File: config.mk
export PLATFORM = sky130hd
export DESIGN_NAME = mem_turn_score_flat
export DESIGN_NICKNAME = d
export VERILOG_FILES = /design/src/rtl/mem_turn_score_if.sv /design/src/rtl/mem_turn_score.sv /design/src/flat_wrapper.sv
export SDC_FILE = /design/constraint.sdc
export NUM_CORES = 1
export LEC_CHECK = 0
export ABC_AREA = 1
export BUFFER_PORTS_ARGS = -buffer_cell sky130_fd_sc_hd__buf_4
export CAP_MARGIN = 10
export CORE_MARGIN = 1
export CORE_UTILIZATION = 59
export DETAILED_ROUTE_END_ITERATION = 10
export HOLD_SLACK_MARGIN = 0.12
export PLACE_DENSITY = 0.85
export SETUP_SLACK_MARGIN = 0.05
export SYNTH_ARGS = -nofsm -noshare
export SYNTH_HDL_FRONTEND = slang
export SYNTH_SLANG_ARGS = --single-unit
File: constraint.sdc
create_clock -name clk -period 4.5 [get_ports clk]
set_input_delay 0.675 -clock clk [delete_from_list [all_inputs] [get_ports clk]]
set_output_delay 0.675 -clock clk [all_outputs]
set_load 0.02 [all_outputs]
File: src/rtl/mem_turn_score_if.sv
// Pick handshake between the board controller (master) and the turn sequencer (slave).
interface mem_turn_score_if #(
    parameter int unsigned IDX_W = 8,
    parameter int unsigned VAL_W = 4
);
    logic             pick_valid;
    logic [IDX_W-1:0] pick_idx;
    logic [VAL_W-1:0] pick_val;
    logic             pick_empty;
    logic             pick_err;

    modport master (
        output pick_valid,
        output pick_idx,
        output pick_val,
        output pick_empty,
        input  pick_err
    );

    modport slave (
        input  pick_valid,
        input  pick_idx,
        input  pick_val,
        input  pick_empty,
        output pick_err
    );
endinterface

File: src/rtl/mem_turn_score.sv
// Turn sequencer and scoreboard for the memory card game (N players, configurable deck).
// Define MEM_TURN_TIMEOUT_EN to enable the per-turn pick timeout.
module mem_turn_score #(
    parameter int unsigned NUM_PLAYERS    = 2,
    parameter int unsigned NUM_PAIRS      = 8,
    parameter int unsigned VAL_W          = 4,
    parameter int unsigned IDX_W          = 8,
    parameter int unsigned TIMEOUT_CYCLES = 1000,
    localparam int unsigned PL_W    = ($clog2(NUM_PLAYERS) > 1) ? $clog2(NUM_PLAYERS) : 1,
    localparam int unsigned SCORE_W = $clog2(NUM_PAIRS + 1)
) (
    input  logic                           clk,
    input  logic                           rst,
    input  logic                           new_game,
    mem_turn_score_if.slave                pick,
    output logic [PL_W-1:0]                cur_player,
    output logic [IDX_W-1:0]               sel1_idx,
    output logic [IDX_W-1:0]               sel2_idx,
    output logic                           sel1_vld,
    output logic                           match,
    output logic                           mismatch,
    output logic                           timeout,
    output logic [NUM_PLAYERS*SCORE_W-1:0] scores,
    output logic [SCORE_W-1:0]             pairs_found,
    output logic [1:0]                     status,
    output logic [PL_W-1:0]                winner
);

    typedef enum logic [1:0] {StFirst, StSecond, StResolve, StDone} state_e;

    localparam logic [1:0] StatPlay    = 2'b00;
    localparam logic [1:0] StatResolve = 2'b01;
    localparam logic [1:0] StatWin     = 2'b10;
    localparam logic [1:0] StatTie     = 2'b11;

    localparam logic [SCORE_W-1:0] MaxScore = SCORE_W'(NUM_PAIRS);

    state_e                               state_q, state_d;
    logic [PL_W-1:0]                      player_q, player_d;
    logic [IDX_W-1:0]                     sel1_idx_q, sel1_idx_d;
    logic [IDX_W-1:0]                     sel2_idx_q, sel2_idx_d;
    logic [VAL_W-1:0]                     sel1_val_q, sel1_val_d;
    logic                                 sel1_vld_q, sel1_vld_d;
    logic                                 match_q, match_d;
    logic                                 mismatch_q, mismatch_d;
    logic                                 err_q, err_d;
    logic                                 timeout_q, timeout_d;
    logic [NUM_PLAYERS-1:0][SCORE_W-1:0]  scores_q, scores_d;
    logic [SCORE_W-1:0]                   pairs_q, pairs_d;
    logic [1:0]                           status_q, status_d;
    logic [PL_W-1:0]                      winner_q, winner_d;

    logic [PL_W-1:0]    next_player;
    logic [SCORE_W-1:0] top_score;
    logic [PL_W-1:0]    top_idx;
    logic               multi_top;
    logic               tmo_hit;

    function automatic logic [SCORE_W-1:0] sat_inc(input logic [SCORE_W-1:0] v);
        return (v == MaxScore) ? v : v + SCORE_W'(1);
    endfunction

    // Explicit wrap so non-power-of-2 player counts rotate correctly.
    assign next_player = (player_q == PL_W'(NUM_PLAYERS - 1)) ? '0 : player_q + PL_W'(1);

    always_comb begin
        top_score = '0;
        top_idx   = '0;
        multi_top = 1'b0;
        for (int p = 0; p < NUM_PLAYERS; p++) begin
            if (scores_q[p] > top_score) begin
                top_score = scores_q[p];
                top_idx   = PL_W'(p);
            end
        end
        for (int p = 0; p < NUM_PLAYERS; p++) begin
            if (scores_q[p] == top_score && PL_W'(p) != top_idx) begin
                multi_top = 1'b1;
            end
        end
    end

`ifdef MEM_TURN_TIMEOUT_EN
    localparam int unsigned CntW = ($clog2(TIMEOUT_CYCLES) > 1) ? $clog2(TIMEOUT_CYCLES) : 1;

    logic [CntW-1:0] cnt_q, cnt_d;

    assign tmo_hit = (state_q == StFirst || state_q == StSecond) &&
                     (cnt_q == CntW'(TIMEOUT_CYCLES - 1));

    // Restart on any accepted pick (state advances) and whenever outside the pick states.
    always_comb begin
        cnt_d = cnt_q + CntW'(1);
        if (new_game || tmo_hit || state_d != state_q ||
            !(state_q == StFirst || state_q == StSecond)) begin
            cnt_d = '0;
        end
    end

    always_ff @(posedge clk or posedge rst) begin
        if (rst) begin
            cnt_q <= '0;
        end else begin
            cnt_q <= cnt_d;
        end
    end
`else
    logic unused_timeout_cfg;
    assign unused_timeout_cfg = (TIMEOUT_CYCLES == 0);
    assign tmo_hit            = 1'b0;
`endif

    always_comb begin
        state_d    = state_q;
        player_d   = player_q;
        sel1_idx_d = sel1_idx_q;
        sel2_idx_d = sel2_idx_q;
        sel1_val_d = sel1_val_q;
        sel1_vld_d = sel1_vld_q;
        match_d    = 1'b0;
        mismatch_d = 1'b0;
        err_d      = 1'b0;
        timeout_d  = 1'b0;
        scores_d   = scores_q;
        pairs_d    = pairs_q;
        status_d   = status_q;
        winner_d   = winner_q;

        unique case (state_q)
            StFirst: begin
                if (tmo_hit) begin
                    timeout_d = 1'b1;
                    player_d  = next_player;
                end else if (pick.pick_valid) begin
                    if (pick.pick_empty) begin
                        sel1_idx_d = pick.pick_idx;
                        sel1_val_d = pick.pick_val;
                        sel1_vld_d = 1'b1;
                        state_d    = StSecond;
                    end else begin
                        err_d = 1'b1;
                    end
                end
            end
            StSecond: begin
                if (tmo_hit) begin
                    timeout_d  = 1'b1;
                    player_d   = next_player;
                    sel1_vld_d = 1'b0;
                    state_d    = StFirst;
                end else if (pick.pick_valid) begin
                    if (pick.pick_empty && pick.pick_idx != sel1_idx_q) begin
                        sel2_idx_d = pick.pick_idx;
                        sel1_vld_d = 1'b0;
                        status_d   = StatResolve;
                        state_d    = StResolve;
                        if (pick.pick_val == sel1_val_q) begin
                            match_d            = 1'b1;
                            scores_d[player_q] = sat_inc(scores_q[player_q]);
                            pairs_d            = sat_inc(pairs_q);
                        end else begin
                            mismatch_d = 1'b1;
                        end
                    end else begin
                        err_d = 1'b1;
                    end
                end
            end
            StResolve: begin
                // mismatch_q is still high here, so it tells how the turn ended.
                if (pairs_q == MaxScore) begin
                    state_d  = StDone;
                    status_d = multi_top ? StatTie : StatWin;
                    winner_d = multi_top ? '0 : top_idx;
                end else begin
                    state_d  = StFirst;
                    status_d = StatPlay;
                    if (mismatch_q) begin
                        player_d = next_player;
                    end
                end
            end
            StDone: begin
            end
        endcase

        if (new_game) begin
            state_d    = StFirst;
            player_d   = '0;
            sel1_idx_d = '0;
            sel2_idx_d = '0;
            sel1_val_d = '0;
            sel1_vld_d = 1'b0;
            match_d    = 1'b0;
            mismatch_d = 1'b0;
            err_d      = 1'b0;
            timeout_d  = 1'b0;
            scores_d   = '0;
            pairs_d    = '0;
            status_d   = StatPlay;
            winner_d   = '0;
        end
    end

    always_ff @(posedge clk or posedge rst) begin
        if (rst) begin
            state_q    <= StFirst;
            player_q   <= '0;
            sel1_idx_q <= '0;
            sel2_idx_q <= '0;
            sel1_val_q <= '0;
            sel1_vld_q <= 1'b0;
            match_q    <= 1'b0;
            mismatch_q <= 1'b0;
            err_q      <= 1'b0;
            timeout_q  <= 1'b0;
            scores_q   <= '0;
            pairs_q    <= '0;
            status_q   <= StatPlay;
            winner_q   <= '0;
        end else begin
            state_q    <= state_d;
            player_q   <= player_d;
            sel1_idx_q <= sel1_idx_d;
            sel2_idx_q <= sel2_idx_d;
            sel1_val_q <= sel1_val_d;
            sel1_vld_q <= sel1_vld_d;
            match_q    <= match_d;
            mismatch_q <= mismatch_d;
            err_q      <= err_d;
            timeout_q  <= timeout_d;
            scores_q   <= scores_d;
            pairs_q    <= pairs_d;
            status_q   <= status_d;
            winner_q   <= winner_d;
        end
    end

    assign cur_player    = player_q;
    assign sel1_idx      = sel1_idx_q;
    assign sel2_idx      = sel2_idx_q;
    assign sel1_vld      = sel1_vld_q;
    assign match         = match_q;
    assign mismatch      = mismatch_q;
    assign pick.pick_err = err_q;
    assign timeout       = timeout_q;
    assign scores        = scores_q;
    assign pairs_found   = pairs_q;
    assign status        = status_q;
    assign winner        = winner_q;

endmodule

File: src/flat_wrapper.sv
// flat-port wrapper written by rule: the top's interface ports become plain ports
module mem_turn_score_flat 
#(
    parameter int unsigned NUM_PLAYERS    = 2,
    parameter int unsigned NUM_PAIRS      = 8,
    parameter int unsigned VAL_W          = 4,
    parameter int unsigned IDX_W          = 8,
    parameter int unsigned TIMEOUT_CYCLES = 1000,
    localparam int unsigned PL_W    = ($clog2(NUM_PLAYERS) > 1) ? $clog2(NUM_PLAYERS) : 1,
    localparam int unsigned SCORE_W = $clog2(NUM_PAIRS + 1)
)
  (clk, rst, new_game, cur_player, sel1_idx, sel2_idx, sel1_vld, match, mismatch, timeout, scores, pairs_found, status, winner, pick_pick_valid, pick_pick_idx, pick_pick_val, pick_pick_empty, pick_pick_err);
  mem_turn_score_if #(.IDX_W(IDX_W), .VAL_W(VAL_W)) pick_i ();
  input  logic clk;
  input  logic rst;
  input  logic new_game;
  output logic [PL_W-1:0] cur_player;
  output logic [IDX_W-1:0] sel1_idx;
  output logic [IDX_W-1:0] sel2_idx;
  output logic sel1_vld;
  output logic match;
  output logic mismatch;
  output logic timeout;
  output logic [NUM_PLAYERS*SCORE_W-1:0] scores;
  output logic [SCORE_W-1:0] pairs_found;
  output logic [1:0] status;
  output logic [PL_W-1:0] winner;
  input wire logic [$bits(pick_i.pick_valid)-1:0] pick_pick_valid;
  input wire logic [$bits(pick_i.pick_idx)-1:0] pick_pick_idx;
  input wire logic [$bits(pick_i.pick_val)-1:0] pick_pick_val;
  input wire logic [$bits(pick_i.pick_empty)-1:0] pick_pick_empty;
  output wire logic [$bits(pick_i.pick_err)-1:0] pick_pick_err;
  assign pick_i.pick_valid = pick_pick_valid;
  assign pick_i.pick_idx = pick_pick_idx;
  assign pick_i.pick_val = pick_pick_val;
  assign pick_i.pick_empty = pick_pick_empty;
  assign pick_pick_err = pick_i.pick_err;
  mem_turn_score #(.NUM_PLAYERS(NUM_PLAYERS), .NUM_PAIRS(NUM_PAIRS), .VAL_W(VAL_W), .IDX_W(IDX_W), .TIMEOUT_CYCLES(TIMEOUT_CYCLES)) u_core (.clk(clk), .rst(rst), .new_game(new_game), .pick(pick_i), .cur_player(cur_player), .sel1_idx(sel1_idx), .sel2_idx(sel2_idx), .sel1_vld(sel1_vld), .match(match), .mismatch(mismatch), .timeout(timeout), .scores(scores), .pairs_found(pairs_found), .status(status), .winner(winner));
endmodule
Word-level counts from Yosys, hierarchy flattened
Cells that the tools add are included.

word-level totals
  register bits after elaboration = 42
  latch bits = 0
  bits in writable memories = 0
  bits in read-only memories = 0
  output and inout bits = 37
  word-level logic and storage cells = 139
  memories = 0

cells by class
  $add $sub $neg = 3
  multiply operators = 0
  divide/modulo/power cells = 0
  $lt $le $gt $ge = 4
  equal/unequal tests = 13
  shifts and indexed selects = 0
  muxes and demuxes = 78
  bitwise gates (word level) = 1
  reduce and logical (&&, ||, !) cells = 26

operator list
  cell                                                                     count
  8-bit two-way mux                                                        13
  4-bit two-way mux                                                        16
  1-bit two-way mux                                                        33
  2-bit two-way mux                                                        10
  2-bit nonzero test                                                       9
  5-bit AND reduction                                                      3
  4-bit == test                                                            3
  3-bit AND reduction                                                      4
  3-bit inequality test, second input constant                             3
  4-bit by 1-bit adder with 4-bit output, second input constant            2
  8-bit bitwise mux                                                        1
  4-bit == test, second input constant                                     2
  8-bit inequality test                                                    1
  2-bit case mux with 3 select lines                                       1
  3-bit nonzero test                                                       2
  4-bit demux with 1-bit select                                            1
  4-bit by 1-bit > comparator with 1-bit output, second input constant     1
  4-bit > comparator                                                       1
  1-bit logical AND                                                        4
  1-bit case mux with 2 select lines                                       2
  2-bit case mux with 2 select lines                                       1
  4-bit AND reduction                                                      1
  4-bit nonzero test                                                       1
  3-bit by 2-bit inequality test with 1-bit output, second input constant  1
  9 further kinds                                                          9

Depth between registers and ports, before layout
  depth after elaboration = 12
  depth in mapped cells = 12
  gate-level depth less buffers = 11

Worst setup path before layout
No wires, ideal clock.

  path type = register to register
  start = register u_core.player_q, in the netlist u_core.cur_player
  end = register u_core.scores_q, in the netlist u_core.scores[4]
  arrival = 1.574 ns
  required time = 4.435 ns
  setup slack = 2.861 ns
  stages on the path, launching flop included = 12
  clock period less this slack = 1.639 ns
  cells stage by stage = dfrtp_1 -> buf_4 -> o21ai_1 -> inv_1 -> ha_1 -> nand3_1 -> nor2_1 -> nand2_1 -> nand3_1 -> nor2_1 -> nand3_1 -> nand2_1

on the way
  word-level cells in the longest chain between the ends = 10

RTL lines
  item                                                                                 line                   source
  start, declared                                                                      mem_turn_score.sv:39   logic [PL_W-1:0] player_q, player_d;
  start signal, assigned                                                               mem_turn_score.sv:223  player_q <= player_d;
  4-bit two-way mux (implied by the code) (tied with other cells)                      mem_turn_score.sv:159  scores_d[player_q] = sat_inc(scores_q[player_q]);
  4-bit two-way mux (implied by the code) / 1-bit logical AND (equally long branches)  mem_turn_score.sv:159
  4-bit by 1-bit adder with 4-bit output (tied with other cells)                       mem_turn_score.sv:60   return (v == MaxScore) ? v : v + SCORE_W'(1);
  4-bit two-way mux / 4-bit demux with 1-bit select (equally long branches)            n/a
  8-bit bitwise mux (*)                                                                mem_turn_score.sv:159
  8-bit two-way mux (*)                                                                mem_turn_score.sv:157  if (pick.pick_val == sel1_val_q) begin
  8-bit two-way mux (*)                                                                mem_turn_score.sv:152  if (pick.pick_empty && pick.pick_idx != sel1_idx_q) begin
  8-bit two-way mux (*)                                                                mem_turn_score.sv:151  end else if (pick.pick_valid) begin
  8-bit two-way mux (*)                                                                mem_turn_score.sv:129  unique case (state_q)
  8-bit two-way mux (*)                                                                mem_turn_score.sv:187  if (new_game) begin
  end signal, assigned                                                                 mem_turn_score.sv:232  scores_q <= scores_d;
  end, declared                                                                        mem_turn_score.sv:48   logic [NUM_PLAYERS-1:0][SCORE_W-1:0] scores_q, scores_d;

Mark *: on every way between the ends. The rest lies on a longest branch, timed or not. The select of a mux whose other input is x is not followed.
A chain may end at the register's enable or synchronous reset.

Final worst setup path
  start = register u_core.state_q[0]
  end = register u_core.sel1_idx_q[0], in the netlist u_core.sel1_idx[0]

on the way
  word-level cells in the longest chain between the ends = 3

RTL lines
  item                                  line                   source
  start, declared                       mem_turn_score.sv:38   state_e state_q, state_d;
  start signal, assigned                mem_turn_score.sv:207  state_q <= StFirst;
  start signal, assigned                mem_turn_score.sv:222  state_q <= state_d;
  2-bit logical NOT                     mem_turn_score.sv:129
  2-bit nonzero test (no source line)   n/a
  3-bit AND reduction (no source line)  n/a
  end signal, assigned                  mem_turn_score.sv:224  sel1_idx_q <= sel1_idx_d;
  end, declared                         mem_turn_score.sv:40   logic [IDX_W-1:0] sel1_idx_q, sel1_idx_d;

No other way between the ends.

==> results.txt <==
- Combinational family with the most area after synthesis: simple AND/OR/NAND/NOR gates
- Largest net degree at the start of global routing: 43
- The first global-routing pass estimated 9.14 mm of wire.
* Share of the synthesized area in the top cell type: 41.3%
- The final number of max-transition violations is 0.
- Clock tree synthesis inserted a total of 5 buffers.
- Count of mapped cells out of synthesis: 333
- Setup repair after global routing missed its margin: false
- 0 antenna diodes ended up in the layout.
- Final setup violation count: 0
- Dividing the detail-routed wire length by the instance count gives 12.9 um.
- After routing, the total negative slack on setup checks comes to 0 ns.
- Crit-path max FO: 24
* Async S/R FF share, synth: 100%
- Sequential area share after synthesis: 41.3%
- Average cell area after synthesis: 7.65 um^2
- After synthesis, the cell types taking the most area are sky130_fd_sc_hd__dfrtp_1 41%, sky130_fd_sc_hd__nand2_1 14%, sky130_fd_sc_hd__nand3_1 5.7%.
- HPWL Detailed: 4.15 mm
- Global routing consumed, over all layers together, 27.1% of the routing resources.
* Final Instance Count excl. Fillers: 434
* Clock insertion delay at the later pin of the skew report: 0.30 ns
- PortBufs: 52
- Number of buffers inserted for hold repair after clock tree synthesis: 0
- Via density: 5.24
* Total number of vias: 2274
- In this run, synthesis inferred 0 flip-flops with an integrated enable.
- Clock transition at the registers of the reported paths: 0.08 ns
- Total power after layout: 0.00118 W
- The tightest min-delay check is of the reg -> reg type.
* Synthesis Warnings: 0
- Critical path arrival: 2.02 ns
- Drt first-iter violations: 132
* Mux share of post-synthesis cell area: 0%
- Maximum vdd drop: 0.298 mV
* Max-slew headroom at the worst pin: 45.5%
- CTS Root Cell: sky130_fd_sc_hd__clkbuf_8
- Number of buffers added for setup after CTS: 0
- Summing the areas of all xor and xnor instances in the mapped netlist gives 3.44% of the synthesized area.
* Leakage power: 1.63 nW
- After synthesis the netlist holds a flip-flop and latch count of 42.
* Post-placement cell count: 426
- TritonCTS built the clock tree.
- Vias in the first global route: 2070
- Most used DFF post-synth: sky130_fd_sc_hd__dfrtp_1
- In this run the vertical extent of the chip is 67.7 um.
* Number of H-tree levels: 2
* Worst path top cell family by delay: simple AND/OR/NAND/NOR gates
- GPL Wtd Cong: 0.908
* Share of final-layout standard cells stronger than drive strength 1: 21.6%
* Total number of clock tree sinks: 42
- Post-synthesis adder-cell area fraction: 5.40%
* Stages on worst setup path: 6
* Count of cells resized by post-cts repair: 0
- Of all cell types, the one taking the most synthesized area is sky130_fd_sc_hd__dfrtp_1.
- Ratio of final minimum period to clock period: 40.1%
- Compound-Gate Fraction of Synth Area: 8.35%
- Total overflow reported by the global router: 0
* P per Cell Area: 388 mW/mm^2
- Req. time, crit path: 4.72 ns
- The signal on the critical path passes through inv_1 > ha_1 > a21oi_1 > nor2_2 > nand2_1 > o21ai_0.
- For this run, the top clock speed supported by timing is 554 MHz.
* Slew @ Worst Pin: 0.817 ns
* Most frequent cells after synthesis: 97 x sky130_fd_sc_hd__nand2_1, 42 x sky130_fd_sc_hd__dfrtp_1, 37 x sky130_fd_sc_hd__inv_1
- Simple-Gate Fraction of Synth Area: 33.3%
* Top-level port count: 54
* Effective utilization at floorplan: 62.3%
* Reported max-cap violation count: 0
* Number of antenna-violating nets in the routed design: 0
- The run finished with clean final reports.
- The total area inside the core boundary comes to 0.00409 mm^2.
- Total standard cell area after synthesis: 0.00255 mm^2
* Dominant cell by count in the synthesized netlist: sky130_fd_sc_hd__nand2_1
- Reg2Reg Depth: 6
- Count of standard-cell rows: 23
- After the last flow step, the layout net total stands at 411.
* Final hold viol count: 0
- Crit path buffers/inverters: 1
- Detailed-router iteration count before antenna repair: 4
* Initial antenna violation count: 0
- The largest single stage delay on the critical path is 0.63 ns.
- Maximum buffer depth of the clock tree: 2
- Slowest CP cell: sky130_fd_sc_hd__nor2_2
- Between clock sinks in the finished design, the worst skew comes to 0.00727 ns.
- The worst hold path passes through 2 cells.
* Wire length after detailed routing: 5.62 mm
- The floorplan step defined a die boundary enclosing 0.00458 mm^2.
- STA classifies the critical path startpoint as a flip-flop.
- Unique masters post-synth: 30
* Die Width: 67.7 um
* Worst Setup End Kind: flip-flop
- The setup path with the least slack is of type reg -> reg.
- Relative area change from synthesis to final layout: 19.1%
* Synthesized Nets: 361
- Post-layout minimum cycle time: 1.80 ns
- After detailed routing, the number of remaining DRC violations is 0.
-- path summary, 6_finish.rpt --
| check | from | to | slack, ns |
|---|---|---|---|
| worst max-delay path | u_core.state_q[0] | u_core.sel1_idx[0] | 2.70 |
| worst min-delay path | u_core.status[1] | u_core.status[1] | 0.48 |
| worst max register to register | u_core.state_q[0] | u_core.sel1_idx[0] | 2.70 |
| worst min register to register | u_core.status[1] | u_core.status[1] | 0.48 |
| max in group asynchronous | rst | u_core.sel2_idx[5] | 3.64 |
| min in group asynchronous | rst | u_core.sel1_idx[1] | 0.50 |
-- final cells by class --
cell class,instances,area (um^2)
fillers,331,1050
multi-input cells,243,1290
inverters,38,143
clock inverters,1,5.00
repair buffers,53,398
flip-flops and latches,42,1050
well taps,50,62.6
clock buffers,7,86.3
-- through the flow --
stage	utilization [%]	instance area [um^2]	setup WS [ns]	hold WS, ns
CTS	74.2	3030	2.69	0.484
global route	74.2	3030	2.43	0.512
finish	74.2	3030	2.70	0.478
detailed placement	72.0	2940	2.47	0.464
global placement	72.0	2940	2.54	0.460
floorplan	-	2550	2.85	0.467
-- metal layers --
metal / vias to the layer above / GRT usage [%] / routed length, um
met5: - / 0 / 0
met1: 1052 / 34.5 / 2470
met4: 0 / 10.6 / 63
met3: 5 / 4.56 / 290
li1: 1156 / - / -
met2: 61 / 45.3 / 2800
-- tightest hold or removal path: stages, from the launching register on --
cell and delay (ns):
sky130_fd_sc_hd__dfrtp_1 0.35, sky130_fd_sc_hd__nand2_1 0.05, sky130_fd_sc_hd__nand2_1 0.05
-- power breakdown --
group / switching (W) / internal [W] / total [W]
clock: 0.000133 / 0.000124 / 0.000257
combinational: 0.000262 / 0.000167 / 0.000428
sequential: 0.0000534 / 0.000440 / 0.000493
total: 0.000448 / 0.000731 / 0.00118
-- registers in the layout (all words and copies together), names as in the netlist --
signal	cells
u_core.match	1
u_core.mismatch	1
u_core.sel1_vld	1
u_core.pairs_found	4
u_core.state_q	2
u_core.sel1_val_q	4
u_core.sel2_idx	8
u_core.winner	1
u_core.pick.pick_err	1
u_core.cur_player	1
u_core.status	2
u_core.sel1_idx	8
u_core.scores	8
-- kinds of logic (layout without fill, tap and decap cells) --
logic type / count (synthesis) / in the layout
buffers and inverters: 48 / 99
flip-flops: 42 / 42
other: 1 / 1
AO/OA/AOI/OAI: 36 / 36
AND/OR/NAND/NOR: 185 / 185
adder cells (fa/ha/maj): 11 / 11
XOR/XNOR: 10 / 10
-- placed cells by master, fill, tap and decap left out, types with 5 or more instances in the layout --
cell type and n:
sky130_fd_sc_hd__buf_4 53, sky130_fd_sc_hd__dfrtp_1 42, sky130_fd_sc_hd__a21oi_1 9, sky130_fd_sc_hd__nand2_4 6, sky130_fd_sc_hd__ha_1 11, sky130_fd_sc_hd__nor2_1 33, sky130_fd_sc_hd__o21ai_2 6, sky130_fd_sc_hd__clkbuf_8 6
sky130_fd_sc_hd__inv_1 37, sky130_fd_sc_hd__nand4_1 8, sky130_fd_sc_hd__nand2_1 97, sky130_fd_sc_hd__xnor2_1 7, sky130_fd_sc_hd__o21ai_0 14, sky130_fd_sc_hd__nand3_1 29, sky130_fd_sc_hd__nand2_2 5
Note: power is estimated with default switching activity, not from simulation.
